===== src/rtl/sa_pkg.sv =====
// Shared systolic-array definitions: data format and the drain/feeder job FSM states.
package sa_pkg;
  localparam int DW   = 16;
  localparam int FRAC = 13;

  typedef enum logic [1:0] {
    IDLE = 2'd0,
    RUN  = 2'd1,
    DONE = 2'd2
  } state_t;
endpackage


===== src/rtl/sa_col_fifo.sv =====
// Per-column synchronous FIFO; a pop frees the slot so a push into a full FIFO succeeds that cycle.
module sa_col_fifo #(
  parameter int DW    = 16,
  parameter int DEPTH = 8
) (
  input  logic                     clk,
  input  logic                     rst,
  input  logic                     flush,
  input  logic                     push,
  input  logic                     pop,
  input  logic [DW-1:0]            din,
  output logic [DW-1:0]            head,
  output logic [$clog2(DEPTH):0]   count,
  output logic                     full,
  output logic                     empty
);
  localparam int AW = $clog2(DEPTH);
  localparam int CW = AW + 1;

  logic [DW-1:0] mem [DEPTH];
  logic [AW-1:0] wr_ptr, rd_ptr;
  logic          do_push, do_pop;

  assign full    = (count == CW'(DEPTH));
  assign empty   = (count == '0);
  assign do_pop  = pop & ~empty;
  assign do_push = push & (~full | do_pop);
  assign head    = mem[rd_ptr];

  always_ff @(posedge clk) begin
    if (do_push && !rst && !flush) mem[wr_ptr] <= din;
  end

  always_ff @(posedge clk) begin
    if (rst || flush) begin
      wr_ptr <= '0;
      rd_ptr <= '0;
      count  <= '0;
    end else begin
      if (do_push) wr_ptr <= wr_ptr + 1'b1;
      if (do_pop)  rd_ptr <= rd_ptr + 1'b1;
      count <= count + CW'(do_push) - CW'(do_pop);
    end
  end
endmodule


===== src/rtl/sa_drain.sv =====
// Bottom-edge collector: deskews per-column PE outputs through column FIFOs into aligned rows.
module sa_drain
  import sa_pkg::*;
#(
  parameter int N     = 8,
  parameter int DW    = sa_pkg::DW,
  parameter int DEPTH = 8
) (
  input  logic            I_CLK,
  input  logic            I_RST,
  input  logic            I_START,
  input  logic [7:0]      I_ROWS,
  input  logic [N-1:0]    I_COL_VLD,
  input  logic [N*DW-1:0] I_COL_D,
  output logic            O_VLD,
  input  logic            I_RDY,
  output logic [N*DW-1:0] O_ROW,
  output logic            O_LAST,
  output logic            O_DONE,
  output logic            O_AFULL,
  output logic            O_OVF
);
  localparam int CW = $clog2(DEPTH) + 1;

  state_t state, state_nx;
  logic [7:0] rows_m1, row_cnt;
  logic [N-1:0][DW-1:0] col_d, col_head;
  logic [N-1:0][CW-1:0] col_cnt;
  logic [N-1:0] col_push, col_full, col_empty, col_ovf, col_af;
  logic run, hs, fin, load, flush;

  assign col_d  = I_COL_D;
  assign run    = (state == RUN);
  assign hs     = O_VLD & I_RDY;
  assign O_LAST = O_VLD & (row_cnt == rows_m1);
  assign fin    = hs & O_LAST;
  // No load on the final handshake: surplus rows stay buffered until the flush.
  assign load   = run & ~|col_empty & (~O_VLD | I_RDY) & ~fin;
  assign flush  = (state == DONE);
  assign O_DONE = (state == DONE);

  for (genvar j = 0; j < N; j++) begin : g_col
    assign col_push[j] = run & I_COL_VLD[j];
    assign col_ovf[j]  = col_push[j] & col_full[j] & ~load;
    assign col_af[j]   = (col_cnt[j] >= CW'(DEPTH - 1));

    sa_col_fifo #(.DW(DW), .DEPTH(DEPTH)) u_fifo (
      .clk   (I_CLK),
      .rst   (I_RST),
      .flush (flush),
      .push  (col_push[j]),
      .pop   (load),
      .din   (col_d[j]),
      .head  (col_head[j]),
      .count (col_cnt[j]),
      .full  (col_full[j]),
      .empty (col_empty[j])
    );
  end

  always_comb begin
    state_nx = state;
    case (state)
      IDLE:    if (I_START) state_nx = RUN;
      RUN:     if (fin) state_nx = DONE;
      DONE:    state_nx = IDLE;
      default: state_nx = IDLE;
    endcase
  end

  always_ff @(posedge I_CLK) begin
    if (I_RST) begin
      state   <= IDLE;
      rows_m1 <= '0;
      row_cnt <= '0;
      O_VLD   <= 1'b0;
      O_ROW   <= '0;
      O_AFULL <= 1'b0;
      O_OVF   <= 1'b0;
    end else begin
      state <= state_nx;
      // I_ROWS of 0 wraps to 255 here, giving a 256-row job.
      if (state == IDLE && I_START) begin
        rows_m1 <= I_ROWS - 8'd1;
        row_cnt <= '0;
      end else if (hs) begin
        row_cnt <= row_cnt + 8'd1;
      end
      if (load) begin
        O_VLD <= 1'b1;
        O_ROW <= col_head;
      end else if (hs) begin
        O_VLD <= 1'b0;
      end
      O_AFULL <= |col_af;
      if (|col_ovf) O_OVF <= 1'b1;
    end
  end
endmodule


===== config.mk =====
export PLATFORM = sky130hd
export DESIGN_NAME = sa_drain
export DESIGN_NICKNAME = d
export VERILOG_FILES = /design/src/rtl/sa_pkg.sv /design/src/rtl/sa_col_fifo.sv /design/src/rtl/sa_drain.sv
export SDC_FILE = /design/constraint.sdc
export NUM_CORES = 2
export LEC_CHECK = 0
export CAP_MARGIN = 20
export CORE_ASPECT_RATIO = 0.5
export CORE_UTILIZATION = 54
export CTS_CLUSTER_DIAMETER = 80
export DETAILED_ROUTE_END_ITERATION = 12
export PLACE_DENSITY = 0.76
export SYNTH_ARGS = -nofsm -noshare
export SYNTH_HDL_FRONTEND = slang
export SYNTH_HIERARCHICAL = 1
export SYNTH_SLANG_ARGS = --single-unit

===== constraint.sdc =====
create_clock -name I_CLK -period 4.7 [get_ports I_CLK]
set_input_delay 1.175 -clock I_CLK [delete_from_list [all_inputs] [get_ports I_CLK]]
set_output_delay 1.175 -clock I_CLK [all_outputs]
set_load 0.01 [all_outputs]

======== After elaboration in Yosys (flattened, before gate mapping) ========
Memory sizes are Yosys's and may differ from the RTL's. A register that Yosys moved wholly into a read port is not among the register bits.
Cells that the tools add are included.
storage, ports and cells
  output and inout bits ................... 133
  memories ................................ 8
  logic and storage cells ................. 224
  memory bits (writable) .................. 1,024
  bits of input ports ..................... 148
  bits in registers ....................... 101
operators by class
  magnitude comparators ................... 8
  reduce and logical (&&, ||, !) cells .... 36
  $add $sub $neg .......................... 34
  muxes and demuxes ....................... 21
  bitwise logic cells ..................... 74
  equal/unequal tests ..................... 13
memory list
  memory               words  width  rd ports  clocked after memory_dff  write ports  RTL line           RTL
  g_col[0].u_fifo.mem  8      16     1         1                         1            sa_col_fifo.sv:20  logic [DW-1:0] mem [DEPTH];
  g_col[1].u_fifo.mem  8      16     1         1                         1            sa_col_fifo.sv:20
  g_col[2].u_fifo.mem  8      16     1         1                         1            sa_col_fifo.sv:20
  g_col[3].u_fifo.mem  8      16     1         1                         1            sa_col_fifo.sv:20
  g_col[4].u_fifo.mem  8      16     1         1                         1            sa_col_fifo.sv:20
  g_col[5].u_fifo.mem  8      16     1         1                         1            sa_col_fifo.sv:20
  +2 memories          --     --     --        --                        --           --
operators with widths
  kind                                                                     number
  3-bit by 1-bit adder with 3-bit output, second input constant            16
  1-bit bitwise AND                                                        46
  4-bit by 1-bit adder with 4-bit output                                   8
  4-bit == test, second input constant                                     8
  4-bit by 3-bit >= comparator with 1-bit output, second input constant    8
  4-bit logical NOT                                                        8
  4-bit by 1-bit subtractor with 4-bit output                              8
  8-bit OR reduction                                                       3
  1-bit NOT                                                                19
  1-bit 2-to-1 mux                                                         18
  1-bit logical AND                                                        17
  1-bit bitwise OR                                                         9
  8-bit by 1-bit adder with 8-bit output, second input constant            1
  8-bit == test                                                            1
  8-bit by 1-bit subtractor with 8-bit output, second input constant       1
  2-bit 2-to-1 mux                                                         2
  2-bit one-hot mux with 2 select lines                                    1
  1-bit logical NOT                                                        3
  2-bit by 1-bit == test with 1-bit output, second input constant          1
  2-bit == test, second input constant                                     1
  2-bit logical NOT                                                        1
  2-bit by 1-bit inequality test with 1-bit output, second input constant  1
  2-bit inequality test, second input constant                             1
  2-bit AND reduction                                                      1
  3 further kinds                                                          3

======== Depth between registers and ports, before layout ========
  depth after elaboration ................. 13
  gate-level depth with buffers ........... 15

======== By module ========
The synthesis kept the hierarchy.
modules (own cells, without submodules)
  module       cells an instance  seq. area each (µm²)  times used  area each (µm²)
  sa_col_fifo  267                4,103.9               8           5,624.1
  sa_drain     710                2,982.9               1           6,977.9

======== Worst setup path before layout ========
OpenSTA, ideal clock, no wires.
  path kind ............................... input-to-reg
  start ................................... input I_RDY
  end ..................................... memory g_col[0].u_fifo.mem[0][0], enable pin
  data arrival time ....................... 4.161 ns
  library setup time ...................... 0.430 ns
  required time ........................... 4.270 ns
  slack ................................... 0.109 ns
  path buffers ............................ 0
  stages .................................. 6
  path through ............................ nand2b_1 nand4_1 nor2_1 nor2b_1 o211ai_2 nor4_1
on the way
  cells in the longest elaborated chain, start to end .. 11
  elaborated cells between the ends (all ways) .. 13
ends and longest elaborated chain
  item                                      RTL line           RTL
  from (decl)                               sa_drain.sv:16     input logic I_RDY,
  1-bit bitwise AND                         sa_drain.sv:34     assign hs = O_VLD & I_RDY;
  1-bit bitwise AND                         sa_drain.sv:36     assign fin = hs & O_LAST;
  1-bit NOT                                 sa_drain.sv:38     assign load = run & ~|col_empty & (~O_VLD | I_RDY) & ~fin;
  1-bit bitwise AND *                       sa_drain.sv:38
  via load                                  sa_drain.sv:30     logic run, hs, fin, load, flush;
  1-bit bitwise AND *                       sa_col_fifo.sv:26  assign do_pop = pop & ~empty;
  1-bit bitwise OR *                        sa_col_fifo.sv:27  assign do_push = push & (~full | do_pop);
  1-bit bitwise AND *                       sa_col_fifo.sv:27
  1-bit logical AND * (2 in series)         sa_col_fifo.sv:31  if (do_push && !rst && !flush) mem[wr_ptr] <= din;
  1-bit 2-to-1 mux *                        sa_col_fifo.sv:31
  1-bit 2-to-1 mux (not written as such) *  sa_col_fifo.sv:31
  to (decl)                                 sa_col_fifo.sv:20
The timed path passes the listed nets; every way through them passes the cells marked *.

======== Worst setup path after layout ========
  start ................................... register g_col[4].u_fifo.count[2]
  end ..................................... register g_col[7].u_fifo.count[2]
on the way
  cells in the longest elaborated chain, start to end .. 11
ends and longest elaborated chain
  item                                           RTL line           RTL
  from (decl)                                    sa_col_fifo.sv:13  output logic [$clog2(DEPTH):0] count,
  from (signal assigned)                         sa_col_fifo.sv:42  count <= count + CW'(do_push) - CW'(do_pop);
  4-bit logical NOT *                            sa_col_fifo.sv:25  assign empty = (count == '0);
  via col_empty[4]                               sa_drain.sv:29     logic [N-1:0] col_push, col_full, col_empty, col_ovf, col_af;
  8-bit OR reduction *                           sa_drain.sv:38
  1-bit logical NOT *                            sa_drain.sv:38
  1-bit bitwise AND * (3 in series)              sa_drain.sv:38
  via load                                       sa_drain.sv:30
  1-bit bitwise AND *                            sa_col_fifo.sv:26
  1-bit bitwise OR                               sa_col_fifo.sv:27
  1-bit bitwise AND                              sa_col_fifo.sv:27
  4-bit by 1-bit adder with 4-bit output         sa_col_fifo.sv:42
  4-bit by 1-bit subtractor with 4-bit output *  sa_col_fifo.sv:42
  to (signal assigned)                           sa_col_fifo.sv:42
  to (decl)                                      sa_col_fifo.sv:13
Marked as above.
A chain may end at the register's enable or synchronous reset.

==> results.md <==
- Psw: between 4 and 5 mW
- Cell Pwr Density: between 300 and 400 nW/µm²
- Critical path class: reg -> reg
- Share of the synthesized area in the top cell type: 0.5917
- Max Cap Viol: 0
- Max VDD drop: 0.2687 mV
- Yosys warnings: 6
- Worst EP arrival: 4.58 ns
- Switching fraction of total power: 0.2017
- Initial DRC count: 1818
- GPL Wtd Cong: just over 0.8
- Number of port buffers: 280
- DR pass1 iterations: 5
- Most common cell in the netlist: edfxtp_1
- Routed WL: 99400 µm
- Synth Instances: about 2800
- Core box area: between 90000 and 100000 µm²
- CTS tree: done
- Post-Syn Area: 51970 µm²
- Clock period minus worst slack: between 3 and 4 ns
- Async SR Flop Fraction: 0
- Max Freq: approximately 250 MHz
- Clock latency on the worst-skew pair: roughly 0.70 ns
- Clock slew at reported path FFs: 0.07 ns
- Final Cell Area: 60060 µm²
- Placed cells: 4360
- HPWL Detailed: 61390 µm
- Final Util: 0.6303
- Initial antenna violation count: 3
- Clock skew: between 0.02 and 0.025 ns
- Worst hold-check path type: reg -> reg
- Min-delay src: O_ROW[23]
- Area contributors post-synth: edfxtp_1, mux4_1, dfxtp_1, nand2b_1, mux2i_1
- Sequential area share after synthesis: 0.6891
- Die area: 97560 µm²
- P_leak: 19.44 nW
- Initial Util: 0.5454
- Vias in the first global route: 26510
- Die H: 221.4 µm
- Clock buffer depth: 3
- Slew margin rel.: 0.3124
- Area leader, netlist: edfxtp_1
- Area growth syn-to-layout: 15.56%
- Setup-failing EPs final: 0
- Post-route ant nets: 0
- Combinational Power Share: 0.034
- Per-cell routed wire length: approximately 22 µm
- Unique masters post-synth: 51
- Post-CTS Hold Fix Bufs: 0
- DP Area: 56510 µm²
- Overflow after GRT: 0
- Worst-Margin Slew: 1.022 ns
- Non-filler cells in the finished layout: 4564
- Final net count: 3411
- IO Pins: 281
- Largest net degree at the start of global routing: 112
- Internal power: 17.56 mW
- Final setup margin: approximately 0.7 ns
- Sequential share of power: 0.560
- Fin Hold WS: between 0.4 and 0.5 ns
- Power Total: 22.00 mW
- Clock Power Share: 0.405
- Die W: roughly 440 µm
- Worst setup SP type: flip-flop
- Critical path origin: g_col[4].u_fifo/count[2]
- RSZ-0062 raised after global routing: false
- DRC Markers: 0
- Syn nets: 3060
- EDFF count, synth: 1024
- Post-CTS sizing: 0
- Worst R2R Start: g_col[4].u_fifo/count[2]
- Cts bufs inserted: 106
- #FFs+latches synth: 1277
- Via count: 25930
- Top FF cell, synth: edfxtp_1
- Crit end category: flip-flop
- Status: completed
- Post-route setup TNS: 0 ns
- # fillers: 6485
- CP required: between 5 and 6 ns
- Synthesized area per cell: approximately 18 µm²
- Synth cell count leaders: edfxtp_1, nand2b_1, dfxtp_1
- Root Buffer: clkbuf_16
- Final period utilization: 0.8494
- Setup bufs post-CTS: 0
- Fin. Hold Viols: 0
- Gr usage total: 0.2035
- Pre-CTS setup slack: roughly 0.5 ns
- Cell Rows: 80
- First-pass GRT wire length: ~150000 µm
- Largest fanout on the critical path: 24
- H-tree level count: 3
- Slew Limit Fails: 0
- Proportion of layout cells with a drive suffix above 1: 0.1532
- Clock sinks: between 1000 and 1500
- Vias per inst: 5.681
power by group through the flow:
stage / clock (mW) / sequential (mW) / combinational [mW]
2_1_floorplan: 0 / 12.6 / 0.364
3_3_place_gp: 0 / 12.6 / 0.729
3_5_place_dp: 0 / 12.6 / 0.754
4_1_cts: 9.10 / 12.3 / 0.757
5_1_grt: 9.52 / 12.3 / 0.822
6_report: 8.92 / 12.3 / 0.757
path summary, 6_finish.rpt:
check	endpoint	slack [ns]	cells after the start
worst max-delay path	g_col[7].u_fifo/count[2]	0.71	16
worst min-delay path	O_ROW[23]	0.47	2
worst max register to register	g_col[7].u_fifo/count[2]	0.71	16
worst min register to register	O_ROW[23]	0.47	2
flip-flops by register name (all words and copies together), names as in the netlist, named ones only:
signal               count
O_AFULL                  1
O_OVF                    1
O_ROW                  128
O_VLD                    1
g_col.u_fifo/count      32
g_col.u_fifo/mem      1024
g_col.u_fifo/rd_ptr     24
g_col.u_fifo/wr_ptr     24
row_cnt                  8
rows_m1                  8
state                    2
final cells by class:
class	count	area (µm²)	area share
sequential	1277	35820	0.5964
antenna	3	7.507	0.0001250
clock buffer	149	3004	0.05002
clock inverter	52	535.5	0.008916
inverter	74	277.8	0.004625
tap	1271	1590	0.02648
multi-input combinational	1358	15240	0.2538
timing repair buffer	380	3582	0.05964
worst max-delay path, cell delays in order, from the launching register on:
cell	delay (ns)
dfxtp_1	0.33
inv_1	0.08
ha_1	0.22
or3b_2	0.21
inv_1	0.14
nor4_1	0.54
nand4_1	0.30
nor2_2	0.15
buf_4	0.36
inv_1	0.19
or3_1	0.42
nand2_1	0.08
ha_1	0.16
inv_1	0.06
fa_1	0.40
xor2_1	0.17
nor2_1	0.05
kinds of logic (layout without fill, tap and decap cells):
logic type / Yosys count / in the layout / share of synthesized area
compound gates: 144 / 144 / 0.01885
xor+xnor: 28 / 28 / 0.004719
fa+ha+maj: 66 / 66 / 0.01705
buf+inv: 211 / 655 / 0.02200
flops: 1277 / 1277 / 0.6891
mux: 536 / 536 / 0.1841
other cells: 0 / 3 / 0
simple gates: 584 / 584 / 0.06414
metal layers:
| layer | part of all wire | global-route usage | vias up |
|---|---|---|---|
| met3 | 0.035 | 0.03000 | 129 |
| met1 | 0.43 | 0.2725 | 13390 |
| li1 | - | - | 11970 |
| met4 | 0.022 | 0.05882 | 0 |
| met2 | 0.51 | 0.3477 | 441 |
| met5 | 0 | 0 | - |
cells in the final DEF (no fill, tap or decap), drive strengths merged, types with 6 or more instances in the layout:
cell type	Yosys	layout
clkbuf	60	150
nand2	65	65
inv	74	81
mux2	128	128
or3b	16	16
nand2b	274	274
a21oi	43	43
nand4	8	8
nor2b	11	11
clkinvlp	0	7
o22ai	8	8
o211ai	24	24
and2	17	17
edfxtp	1024	1024
buf	77	100
xor2	17	17
nand3	19	19
o21a	8	8
or3	34	34
nor3	36	36
nor2	67	67
o21ai	18	18
fa	8	8
mux4	256	256
o31ai	9	9
a21o	8	8
clkinv	0	29
bufinv	0	9
clkdlybuf4s50	0	279
o2111ai	8	8
a211oi	6	6
xnor2	11	11
or2	9	9
ha	58	58
dfxtp	253	253
or4	9	9
nor4	14	14
mux2i	152	152
(Power assumes the default switching activity.)
==> RTL change: new RTL, config.mk and constraints unchanged <==
Put one more register stage on the output `O_OVF`. The value now appears one clock later. The other outputs are not delayed to match.
--- a/src/rtl/sa_drain.sv
+++ b/src/rtl/sa_drain.sv
@@ -21,6 +21,8 @@
   output logic            O_OVF
 );
   localparam int CW = $clog2(DEPTH) + 1;
+
+  logic O_OVF_s0;
 
   state_t state, state_nx;
   logic [7:0] rows_m1, row_cnt;
@@ -76,7 +78,7 @@
       O_VLD   <= 1'b0;
       O_ROW   <= '0;
       O_AFULL <= 1'b0;
-      O_OVF   <= 1'b0;
+      O_OVF_s0 <= 1'b0;
     end else begin
       state <= state_nx;
       // I_ROWS of 0 wraps to 255 here, giving a 256-row job.
@@ -93,8 +95,12 @@
         O_VLD <= 1'b0;
       end
       O_AFULL <= |col_af;
-      if (|col_ovf) O_OVF <= 1'b1;
+      if (|col_ovf) O_OVF_s0 <= 1'b1;
     end
   end
+  always_ff @(posedge I_CLK) begin
+    O_OVF <= O_OVF_s0;
+  end
+
 endmodule
 
Formal check against the unedited RTL: same outputs for any inputs over 4 cycles, from zero or initial values and one cycle with I_RST high; that may be too few to reach the edited logic, so the function may still have changed.
==> RTL change against the unedited design <==
- power is 1.4% higher
- design area is 0.21% higher
- routed wire length is 1.4% higher
- count of clock-buffer cells in the layout is 15 lower
- combinational power is 0.8% higher
- synthesized area hardly changed
- worst setup slack better by 0.11 ns
- sequential cell count is 1 higher
- critical endpoint unchanged
- largest cell class unchanged
- largest power group unchanged
==> RTL change: results <==
metrics = {
    "outcome": {
        "run_status": "finished, final reports clean",
    },
    "worst_setup_path": {
        "end_kind": "flip-flop",
        "crit_start": "g_col[3].u_fifo/count[3]$_SDFF_PP0_",
        "cp.arrival_ns": 4.47,
        "reg2regPathDepth": 16,
    },
    "placed_design": {
        "post-place-cells": 4352,
        "dp_hpwl_mm": 61.38,
        "gp_congestion": 0.7845,
        "place_ws_ns": 0.5149,
    },
    "min_path": {
        "holdPathEnd": "O_OVF$_DFF_P_",
        "hp-start": "O_OVF_s0$_SDFFE_PP0P_",
        "holdPathStages": 0,
    },
    "sta": {
        "worst_pin_slew_ns": 1.122,
        "finClkSkew_ns": 0.02171,
        "fin_crit_sh": 0.8253,
        "holdWs_ns": 0.3784,
    },
    "detailed_routing": {
        "drt_iter0_drc": 1762,
        "met1_length_mm": 42.73,
        "routed.top_layer": "met4",
        "wl_met2_mm": 51.50,
        "dr.pass1.iters": 7,
        "routed_wl_mm": 100.8,
        "met3WireLength_mm": 4.157,
        "post_drt_wl_per_cell_um": 22.07,
        "via_per_inst": 5.656,
    },
    "grt": {
        "grt_pass1_wl_mm": 154.1,
        "antenna_found_initial": 10,
        "use_met2": 0.3557,
        "grtUsageMet1": 0.2664,
        "grt_max_degree": 125,
        "grt_use_met3": 0.04170,
        "grt_pass1_vias": 26830,
        "grt.total_usage": 0.2066,
    },
    "final_layout": {
        "fillers": 6452,
        "layout-drive-gt1-share": 0.1518,
        "nets": 3406,
    },
    "yosys": {
        "synthesis.nets": 3061,
        "synth_seq_area_share": 0.6892,
        "netlist_instances": 2847,
        "async_reset_ff_frac": 0,
        "synthTopCellsByArea": "edfxtp_1, mux4_1, dfxtp_1, nand2b_1, mux2i_1",
        "synth.top_cells.by_count": "edfxtp_1, nand2b_1, dfxtp_1, mux4_1, mux2i_1",
    },
    "clock_tree": {
        "cts_buffers": 108,
        "cts-resized-gates": 0,
        "htreeDepth": 3,
    },
    "pwr": {
        "ir_worst_vdd_mv": 0.2541,
        "swShare": 0.2030,
        "p_leak_nw": 19.49,
    },
}
[RTL change: cell types whose count changed after synthesis]
cell / before / now
dfxtp_1: 253 / 254
[RTL change: layout make-up]
| class | count | share of cell area |
|---|---|---|
| sequential | 1278 | 0.5955 |
| multi-input combinational | 1358 | 0.2533 |
| antenna | 10 | 0.0004158 |
| inverter | 74 | 0.004615 |
| timing repair buffer | 372 | 0.05906 |
| clock buffer | 134 | 0.04842 |
| clock inverter | 72 | 0.01229 |
| tap | 1271 | 0.02642 |
[RTL change: per-stage QoR]
step,cell area (sq um),utilization
final,60180,0.6309
after detailed placement,56480,0.5921
after floorplan,51990,-
after CTS,60130,0.6304
after global routing,60180,0.6309
after global placement,56480,0.5921
[RTL change: cells by family (layout without fill, tap and decap cells)]
kind of cell / Yosys count / after routing / share of synthesized area
simple gates: 584 / 584 / 0.06411
xor+xnor: 28 / 28 / 0.004717
mux: 536 / 536 / 0.1841
other cells: 0 / 10 / 0
compound gates: 144 / 144 / 0.01884
buf+inv: 211 / 652 / 0.02200
fa+ha+maj: 66 / 66 / 0.01704
flops: 1278 / 1278 / 0.6892
[RTL change: worst max-delay path, stage by stage (launching register included)]
cell and delay [ns]:
dfxtp_1 0.40, inv_1 0.07, ha_1 0.21, or3b_2 0.21, inv_1 0.16, nor4_1 0.44
nand4_1 0.25, nor2_2 0.13, buf_4 0.35, inv_1 0.19, or3_1 0.43, nand2_1 0.10
ha_1 0.16, inv_1 0.06, fa_1 0.40, xor2_1 0.17, nor2_1 0.05
[RTL change: power by group through the flow]
stage	registers [W]	logic [W]	clock network, W
floorplan	0.0126	0.000364	0
global placement	0.0126	0.000729	0
global route	0.0123	0.000827	0.00982
finish	0.0123	0.000763	0.00922
detailed placement	0.0126	0.000757	0
CTS	0.0123	0.000763	0.00940
